--- src/rtl/mem_arbiter_if.sv ---
// Bundle of the two cache client ports and the shared memory port.
// The arbiter takes the slave view; the caches and memory together form the master.
interface mem_arbiter_if #(
  parameter int ADDR_W = 32,
  parameter int DATA_W = 32
);
  logic [ADDR_W-1:0] i_ic_addr;
  logic              i_ic_ren;
  logic              i_ic_wen;
  logic [DATA_W-1:0] i_ic_wdata;
  logic              o_ic_ready;
  logic [DATA_W-1:0] o_ic_rdata;
  logic              o_ic_valid;

  logic [ADDR_W-1:0] i_dc_addr;
  logic              i_dc_ren;
  logic              i_dc_wen;
  logic [DATA_W-1:0] i_dc_wdata;
  logic              o_dc_ready;
  logic [DATA_W-1:0] o_dc_rdata;
  logic              o_dc_valid;

  logic              i_mem_ready;
  logic [ADDR_W-1:0] o_mem_addr;
  logic              o_mem_ren;
  logic              o_mem_wen;
  logic [DATA_W-1:0] o_mem_wdata;
  logic [DATA_W-1:0] i_mem_rdata;
  logic              i_mem_valid;

  modport slave (
    input  i_ic_addr, i_ic_ren, i_ic_wen, i_ic_wdata,
    output o_ic_ready, o_ic_rdata, o_ic_valid,
    input  i_dc_addr, i_dc_ren, i_dc_wen, i_dc_wdata,
    output o_dc_ready, o_dc_rdata, o_dc_valid,
    input  i_mem_ready, i_mem_rdata, i_mem_valid,
    output o_mem_addr, o_mem_ren, o_mem_wen, o_mem_wdata
  );

  modport master (
    output i_ic_addr, i_ic_ren, i_ic_wen, i_ic_wdata,
    input  o_ic_ready, o_ic_rdata, o_ic_valid,
    output i_dc_addr, i_dc_ren, i_dc_wen, i_dc_wdata,
    input  o_dc_ready, o_dc_rdata, o_dc_valid,
    output i_mem_ready, i_mem_rdata, i_mem_valid,
    input  o_mem_addr, o_mem_ren, o_mem_wen, o_mem_wdata
  );
endinterface

--- src/rtl/mem_arbiter.sv ---
// Round-robin arbiter letting the icache and dcache share one word memory port,
// with a single outstanding transaction held in a holding register.
module mem_arbiter #(
  parameter int ADDR_W = 32,
  parameter int DATA_W = 32
) (
  input  logic           i_clk,
  input  logic           i_rst,
  mem_arbiter_if.slave   bus
);

  typedef enum logic [1:0] {
    ST_IDLE    = 2'd0,
    ST_ISSUE   = 2'd1,
    ST_WAIT_RD = 2'd2
  } state_e;

  state_e            state_q, state_d;
  logic              rr_q, rr_d;          // last granted owner: 0 = icache, 1 = dcache
  logic              owner_q, owner_d;
  logic              op_wr_q, op_wr_d;
  logic [ADDR_W-1:0] addr_q, addr_d;
  logic [DATA_W-1:0] wdata_q, wdata_d;

  logic ic_req_s;
  logic dc_req_s;
  logic grant_ic_s;
  logic grant_dc_s;

  // Arbitration: sole requester wins, a tie goes to the client not granted last
  always_comb begin
    ic_req_s   = bus.i_ic_ren | bus.i_ic_wen;
    dc_req_s   = bus.i_dc_ren | bus.i_dc_wen;
    grant_ic_s = 1'b0;
    grant_dc_s = 1'b0;
    if (state_q == ST_IDLE) begin
      grant_dc_s = dc_req_s & (~ic_req_s | ~rr_q);
      grant_ic_s = ic_req_s & ~grant_dc_s;
    end else begin
      grant_dc_s = 1'b0;
      grant_ic_s = 1'b0;
    end
  end

  // State and holding register
  always_ff @(posedge i_clk) begin
    if (i_rst) begin
      state_q <= ST_IDLE;
      rr_q    <= 1'b0;
      owner_q <= 1'b0;
      op_wr_q <= 1'b0;
      addr_q  <= {ADDR_W{1'b0}};
      wdata_q <= {DATA_W{1'b0}};
    end else begin
      state_q <= state_d;
      rr_q    <= rr_d;
      owner_q <= owner_d;
      op_wr_q <= op_wr_d;
      addr_q  <= addr_d;
      wdata_q <= wdata_d;
    end
  end

  // Next-state and holding-register capture
  always_comb begin
    state_d = state_q;
    rr_d    = rr_q;
    owner_d = owner_q;
    op_wr_d = op_wr_q;
    addr_d  = addr_q;
    wdata_d = wdata_q;
    case (state_q)
      ST_IDLE: begin
        if (grant_dc_s) begin
          state_d = ST_ISSUE;
          rr_d    = 1'b1;
          owner_d = 1'b1;
          addr_d  = bus.i_dc_addr;
          wdata_d = bus.i_dc_wdata;
          // ren and wen together is treated as a read
          op_wr_d = bus.i_dc_wen & ~bus.i_dc_ren;
        end else if (grant_ic_s) begin
          state_d = ST_ISSUE;
          rr_d    = 1'b0;
          owner_d = 1'b0;
          addr_d  = bus.i_ic_addr;
          wdata_d = bus.i_ic_wdata;
          op_wr_d = bus.i_ic_wen & ~bus.i_ic_ren;
        end else begin
          state_d = ST_IDLE;
        end
      end
      ST_ISSUE: begin
        if (bus.i_mem_ready) begin
          state_d = op_wr_q ? ST_IDLE : ST_WAIT_RD;
        end else begin
          state_d = ST_ISSUE;
        end
      end
      ST_WAIT_RD: begin
        if (bus.i_mem_valid) begin
          state_d = ST_IDLE;
        end else begin
          state_d = ST_WAIT_RD;
        end
      end
      default: begin
        state_d = ST_IDLE;
      end
    endcase
  end

  // Outputs: strobes only in ISSUE, response routed to the owner only in WAIT_RD
  always_comb begin
    bus.o_ic_ready  = 1'b0;
    bus.o_dc_ready  = 1'b0;
    bus.o_ic_valid  = 1'b0;
    bus.o_dc_valid  = 1'b0;
    bus.o_mem_ren   = 1'b0;
    bus.o_mem_wen   = 1'b0;
    bus.o_mem_addr  = addr_q;
    bus.o_mem_wdata = wdata_q;
    bus.o_ic_rdata  = bus.i_mem_rdata;
    bus.o_dc_rdata  = bus.i_mem_rdata;
    case (state_q)
      ST_IDLE: begin
        bus.o_ic_ready = grant_ic_s;
        bus.o_dc_ready = grant_dc_s;
      end
      ST_ISSUE: begin
        bus.o_mem_ren = ~op_wr_q;
        bus.o_mem_wen = op_wr_q;
      end
      ST_WAIT_RD: begin
        if (owner_q) begin
          bus.o_dc_valid = bus.i_mem_valid;
        end else begin
          bus.o_ic_valid = bus.i_mem_valid;
        end
      end
      default: begin
        bus.o_ic_ready = 1'b0;
        bus.o_dc_ready = 1'b0;
      end
    endcase
  end

endmodule

--- src/flat_wrapper.sv ---
// flat-port wrapper written by rule: the top's interface ports become plain ports
module mem_arbiter_flat 
#(
  parameter int ADDR_W = 32,
  parameter int DATA_W = 32
)
  (i_clk, i_rst, bus_i_ic_addr, bus_i_ic_ren, bus_i_ic_wen, bus_i_ic_wdata, bus_o_ic_ready, bus_o_ic_rdata, bus_o_ic_valid, bus_i_dc_addr, bus_i_dc_ren, bus_i_dc_wen, bus_i_dc_wdata, bus_o_dc_ready, bus_o_dc_rdata, bus_o_dc_valid, bus_i_mem_ready, bus_i_mem_rdata, bus_i_mem_valid, bus_o_mem_addr, bus_o_mem_ren, bus_o_mem_wen, bus_o_mem_wdata);
  mem_arbiter_if #(.ADDR_W(ADDR_W), .DATA_W(DATA_W)) bus_i ();
  input  logic i_clk;
  input  logic i_rst;
  input wire logic [$bits(bus_i.i_ic_addr)-1:0] bus_i_ic_addr;
  input wire logic [$bits(bus_i.i_ic_ren)-1:0] bus_i_ic_ren;
  input wire logic [$bits(bus_i.i_ic_wen)-1:0] bus_i_ic_wen;
  input wire logic [$bits(bus_i.i_ic_wdata)-1:0] bus_i_ic_wdata;
  output wire logic [$bits(bus_i.o_ic_ready)-1:0] bus_o_ic_ready;
  output wire logic [$bits(bus_i.o_ic_rdata)-1:0] bus_o_ic_rdata;
  output wire logic [$bits(bus_i.o_ic_valid)-1:0] bus_o_ic_valid;
  input wire logic [$bits(bus_i.i_dc_addr)-1:0] bus_i_dc_addr;
  input wire logic [$bits(bus_i.i_dc_ren)-1:0] bus_i_dc_ren;
  input wire logic [$bits(bus_i.i_dc_wen)-1:0] bus_i_dc_wen;
  input wire logic [$bits(bus_i.i_dc_wdata)-1:0] bus_i_dc_wdata;
  output wire logic [$bits(bus_i.o_dc_ready)-1:0] bus_o_dc_ready;
  output wire logic [$bits(bus_i.o_dc_rdata)-1:0] bus_o_dc_rdata;
  output wire logic [$bits(bus_i.o_dc_valid)-1:0] bus_o_dc_valid;
  input wire logic [$bits(bus_i.i_mem_ready)-1:0] bus_i_mem_ready;
  input wire logic [$bits(bus_i.i_mem_rdata)-1:0] bus_i_mem_rdata;
  input wire logic [$bits(bus_i.i_mem_valid)-1:0] bus_i_mem_valid;
  output wire logic [$bits(bus_i.o_mem_addr)-1:0] bus_o_mem_addr;
  output wire logic [$bits(bus_i.o_mem_ren)-1:0] bus_o_mem_ren;
  output wire logic [$bits(bus_i.o_mem_wen)-1:0] bus_o_mem_wen;
  output wire logic [$bits(bus_i.o_mem_wdata)-1:0] bus_o_mem_wdata;
  assign bus_i.i_ic_addr = bus_i_ic_addr;
  assign bus_i.i_ic_ren = bus_i_ic_ren;
  assign bus_i.i_ic_wen = bus_i_ic_wen;
  assign bus_i.i_ic_wdata = bus_i_ic_wdata;
  assign bus_o_ic_ready = bus_i.o_ic_ready;
  assign bus_o_ic_rdata = bus_i.o_ic_rdata;
  assign bus_o_ic_valid = bus_i.o_ic_valid;
  assign bus_i.i_dc_addr = bus_i_dc_addr;
  assign bus_i.i_dc_ren = bus_i_dc_ren;
  assign bus_i.i_dc_wen = bus_i_dc_wen;
  assign bus_i.i_dc_wdata = bus_i_dc_wdata;
  assign bus_o_dc_ready = bus_i.o_dc_ready;
  assign bus_o_dc_rdata = bus_i.o_dc_rdata;
  assign bus_o_dc_valid = bus_i.o_dc_valid;
  assign bus_i.i_mem_ready = bus_i_mem_ready;
  assign bus_i.i_mem_rdata = bus_i_mem_rdata;
  assign bus_i.i_mem_valid = bus_i_mem_valid;
  assign bus_o_mem_addr = bus_i.o_mem_addr;
  assign bus_o_mem_ren = bus_i.o_mem_ren;
  assign bus_o_mem_wen = bus_i.o_mem_wen;
  assign bus_o_mem_wdata = bus_i.o_mem_wdata;
  mem_arbiter #(.ADDR_W(ADDR_W), .DATA_W(DATA_W)) u_core (.i_clk(i_clk), .i_rst(i_rst), .bus(bus_i));
endmodule
--- config.mk ---
export PLATFORM = sky130hd
export DESIGN_NAME = mem_arbiter_flat
export DESIGN_NICKNAME = d
export VERILOG_FILES = /design/src/rtl/mem_arbiter_if.sv /design/src/rtl/mem_arbiter.sv /design/src/flat_wrapper.sv
export SDC_FILE = /design/constraint.sdc
export NUM_CORES = 1
export LEC_CHECK = 0
export BUFFER_PORTS_ARGS = -buffer_cell sky130_fd_sc_hd__buf_4
export CORE_AREA = 2 2 119 121
export DETAILED_ROUTE_END_ITERATION = 10
export DIE_AREA = 0 0 121 123
export HOLD_SLACK_MARGIN = 0.15
export PLACE_DENSITY_LB_ADDON = 0.12
export SYNTH_ARGS = -nofsm -noshare
export SYNTH_HDL_FRONTEND = slang
export SYNTH_SLANG_ARGS = --single-unit
--- constraint.sdc ---
create_clock -name i_clk -period 3.4 [get_ports i_clk]
set_input_delay 0.68 -clock i_clk [delete_from_list [all_inputs] [get_ports i_clk]]
set_output_delay 0.68 -clock i_clk [all_outputs]
set_load 0.03 [all_outputs]
-- Yosys cells after proc, flatten, opt, wreduce, memory -nomap -nowiden
Cells that the tools add are included.
W data, S select, Z words.
- shift-type cells: 0
- multiplexer cells: 24
- order comparisons: 0
- equality and inequality tests: 2
- $add $sub $neg: 0
- reductions and logical operators: 3
- bitwise operators: 13
- div/mod/pow operators: 0
- multipliers: 0
- operators with widths (kind ; count):
    $mux W32 ; 4
    $mux W1 ; 15
    $mux W2 ; 4
    $not A1 Y1 ; 6
    $pmux W2 S3 ; 1
    $and A1 B1 Y1 ; 4
    $or A1 B1 Y1 ; 3
    $eq A2 B1 Y1 const B ; 1
    $eq A2 B2 Y1 const B ; 1
    $logic_not A2 Y1 ; 1
    $reduce_and A2 Y1 ; 1
    $reduce_bool A2 Y1 ; 1
- flip-flop bits (word level): 68
- latch bits: 0
- memories: 0
- logic and storage cells: 47
- input port bits: 168
- ROM bits: 0
- output and inout bits: 134
- RAM bits: 0

-- Logic depth before layout (Yosys ltp)
- depth after elaboration: 10
- mapped depth: 6
- depth with buffers taken out: 3

-- Least setup slack after synthesis
No wires, ideal clock.
- path type: input -> output
- start point: input port bus_i_dc_wen
- end point: output port bus_o_ic_ready
- path buffers: 0
- data required time: 2.720 ns
- data arrival time: 1.559 ns
- path slack: 1.161 ns
- cell stages on the path: 2
- path through: o21ba_2 nor3_1
- cells in the longest elaborated chain, start to end: 6
- ends and longest elaborated chain (element ; RTL line ; source):
    start, declared ; flat_wrapper.sv:20 ; input wire logic [$bits(bus_i.i_dc_wen)-1:0] bus_i_dc_wen;
    $or A1 B1 Y1 ; mem_arbiter.sv:33 ; dc_req_s = bus.i_dc_ren | bus.i_dc_wen;
    $and A1 B1 Y1 ; mem_arbiter.sv:37 ; grant_dc_s = dc_req_s & (~ic_req_s | ~rr_q);
    $not A1 Y1 ; mem_arbiter.sv:38 ; grant_ic_s = ic_req_s & ~grant_dc_s;
    $and A1 B1 Y1 ; mem_arbiter.sv:38 ;
    $mux W1 ; mem_arbiter.sv:36 ; if (state_q == ST_IDLE) begin
    $mux W1 ; mem_arbiter.sv:125 ; case (state_q)
    end, declared ; flat_wrapper.sv:15 ; output wire logic [$bits(bus_i.o_ic_ready)-1:0] bus_o_ic_ready;
Every way passes these cells.

-- Final worst setup path
- start point: register u_core.state_q[1]
- end point: register u_core.wdata_q[17] (netlist: u_core.bus.o_mem_wdata[17])
- cells in the longest elaborated chain, start to end: 4
- elaborated cells between the ends (all ways): 6
- those cells by class: mux (3); reduce/logical (3)
- ends and longest elaborated chain (element ; RTL line ; source):
    start, declared ; mem_arbiter.sv:18 ; state_e state_q, state_d;
    start signal, assigned ; mem_arbiter.sv:55 ; state_q <= state_d;
    $logic_not A2 Y1 (*) ; mem_arbiter.sv:36, mem_arbiter.sv:72 ;
    $mux W1 ; mem_arbiter.sv:36 ;
    $reduce_bool A2 Y1 (no source line) ; - ;
    $reduce_and A2 Y1 (no source line) ; - ;
    end signal, assigned ; mem_arbiter.sv:53 ; wdata_q <= {DATA_W{1'b0}};
    end signal, assigned ; mem_arbiter.sv:60 ; wdata_q <= wdata_d;
    end, declared ; mem_arbiter.sv:23 ; logic [DATA_W-1:0] wdata_q, wdata_d;
Mark *: on every way between the ends. The rest lies on a longest branch, timed or not.
A chain may end at the register's enable or synchronous reset.

==> impl_metrics.env <==
export IMPL_grt_pass1_vias=3389
export IMPL_place_ws_ns=0.4130
export IMPL_grt_pass1_wl_um=17660
export IMPL_ios=302
export IMPL_clock_sinks=68
export IMPL_finalSetupViolations=0
export IMPL_io_buffers=205
export IMPL_antenna_found_initial=0
export IMPL_synth_nets=561
export IMPL_path_max_fanout=41
export IMPL_place_gp_congestion=0.7052
export IMPL_ys_seq_area_share_pct=36.66
export IMPL_final_cells=700
export IMPL_hold_buffers=0
export IMPL_fill_cells=1397
export IMPL_grt_usage_pct=15.37
export IMPL_drtAntennaViolNets=0
export IMPL_tightest_slew_ns=1.323
export IMPL_cts_root_buf="clkbuf_16"
export IMPL_maxSlewHeadroom_pct=11.17
export IMPL_worst_hold_path_type="flop to flop"
export IMPL_grt_max_degree=66
export IMPL_yosysTopAreaCellShare_pct=36.66
export IMPL_cp_required_ns=3.68
export IMPL_fmax_ghz=0.3557
export IMPL_syn_area_um2=3714
export IMPL_vias=3391
export IMPL_worstSetupPathType="flop to flop"
export IMPL_synth_area_leaders="dfxtp_1 37%, a221o_2 13%, buf_4 13%, nand2b_1 11%, a21oi_1 8.6%"
export IMPL_drc=0
export IMPL_hold_viol_final=0
export IMPL_ys_ff_latch=68
export IMPL_whs_ns=0.5307
export IMPL_endpoint_kind="flop"
export IMPL_dpl_hpwl_um=7706
export IMPL_die_area_um2=14880
export IMPL_drt_first_pass_iters=4
export IMPL_leakage_nw=2.244
export IMPL_cts_tree="yes"
export IMPL_area_growth_pct=37.40
export IMPL_rows=43
export IMPL_initial_core_util_pct=27.28
export IMPL_numCtsBuffers=9
export IMPL_n_antenna_cell=0
export IMPL_insertion_delay_ns=0.34
export IMPL_synth_cell_types=34
export IMPL_wirelength_um=11650
export IMPL_drt_initial_drc_count=165
export IMPL_final_common_cell="buf_4"
export IMPL_clk_pin_slew_worst_paths_ns=0.06
export IMPL_cap_viol_max_count=0
export IMPL_period_needed_ns=2.811
export IMPL_layout_drive_gt1_share_pct=53.08
export IMPL_die_y_um=123
export IMPL_clk_path_buf_depth=2
export IMPL_syn_avg_cell_area_um2=9.449
export IMPL_final_cell_mix="210 x buf_4, 68 x dfxtp_1, 64 x a21oi_1, 63 x nand2b_1, 43 x a221o_2"
export IMPL_status="finished, final reports clean"
export IMPL_fin_ws_ns=0.5885
export IMPL_synth_top_area_cell="dfxtp_1"
export IMPL_cts_setup_buffers=0
export IMPL_finClkSkew_ns=0.004530
export IMPL_wire_per_inst_um=16.64
export IMPL_placed_cells=684
export IMPL_start_kind="flop"
export IMPL_period_share_pct=82.69
export IMPL_max_vdd_ir_drop_mv=0.2217
export IMPL_multiInputGateArea_um2=1639
export IMPL_drv_slew=0
export IMPL_area_sequential_um2=1361
export IMPL_rsz0062_at_grt="no"
export IMPL_ys_warn_count=0
export IMPL_die_w_um=121
export IMPL_nets=683
export IMPL_cts_resized=0
export IMPL_via_per_inst=4.844
export IMPL_setup_tns_ns=0
export IMPL_htreeDepth=3
export IMPL_synthCells=393
export IMPL_core_area_um2=13610
export IMPL_cp_arrival_ns=3.09
export IMPL_p_per_area_nw_per_um2=514.8
export IMPL_grt_overflow=0
-- worst max-delay path: stages (launching register included) --
cell and delay (ns):
dfxtp_1 0.36, or2_1 0.40, nor4_4 1.14, buf_4 0.57, a221o_2 0.24
-- path summary, 6_finish.rpt --
path                                                 from                    endpoint  slack [ns]  cells after the start
worst min register to register  u_core.bus.o_mem_addr[26]   u_core.bus.o_mem_addr[26]        0.53                      2
worst max register to register          u_core.state_q[1]  u_core.bus.o_mem_wdata[17]        0.59                      4
worst max-delay path                    u_core.state_q[1]  u_core.bus.o_mem_wdata[17]        0.59                      4
worst min-delay path            u_core.bus.o_mem_addr[26]   u_core.bus.o_mem_addr[26]        0.53                      2
-- per-stage QoR --
| stage | total power [mW] | util (%) | instance area [um^2] |
|---|---|---|---|
| floorplan | 1.552 | - | 3714 |
| global placement | 1.735 | 35.36 | 4813 |
| detailed placement | 1.735 | 35.36 | 4813 |
| CTS | 2.664 | 37.49 | 5102 |
| global route | 2.748 | 37.49 | 5102 |
| finish | 2.627 | 37.49 | 5102 |
-- cell families (layout without fill, tap and decap cells) --
| kind of cell | count (synthesis) | in the layout | share of synthesized area, % |
|---|---|---|---|
| simple gates | 85 | 85 | 14.72 |
| buf+inv | 102 | 229 | 19.44 |
| flops | 68 | 68 | 36.66 |
| compound gates | 138 | 138 | 29.18 |
-- registers in the layout (all words and copies together) (netlist names) --
name / count
u_core.bus.o_mem_wdata: 32
u_core.state_q: 2
u_core.bus.o_mem_addr: 32
u_core.owner_q: 1
u_core.op_wr_q: 1
-- per-layer routing --
layer	vias up	global-route usage, %	wire length [um]
met3	17	6.319	1227
met4	0	7.122	221
met5	-	0	0
met1	1547	18.97	4972
li1	1628	-	-
met2	199	23.35	5223
-- synthesized netlist by cell type --
master     number
dfxtp_1        68
a21oi_1        64
buf_4          64
nand2b_1       63
a221o_2        43
a221o_1        19
clkbuf_1       18
buf_6          13
nor2_1          6
buf_1           3
inv_1           3
o21ai_0         3
a311oi_1        2
nand3_1         2
nor4_1          2
nor4_4          2
a2111oi_0       1
a21o_1          1
a221oi_1        1
a22oi_1         1
a31oi_1         1
and3_1          1
and3b_2         1
buf_2           1
nand2_1         1
nor2b_1         1
nor3_1          1
nor3b_1         1
o21a_1          1
o21ba_2         1
or2_1           1
or2_2           1
or3_1           1
or4_1           1
-- layout make-up --
class                   instances  share of cell area, %
well taps                     180                  4.414
flip-flops and latches         68                  26.68
clock inverters                 4                 0.4414
inverters                       3                 0.2207
repair buffers                210                  30.90
clock buffers                  12                  5.223
multi-input cells             223                  32.12
-- where the power goes --
| group | internal [mW] | switching, mW |
|---|---|---|
| Sequential | 0.896 | 0.0595 |
| Clock | 0.550 | 0.365 |
| Combinational | 0.345 | 0.411 |
Power figures use the tool's default switching activity.
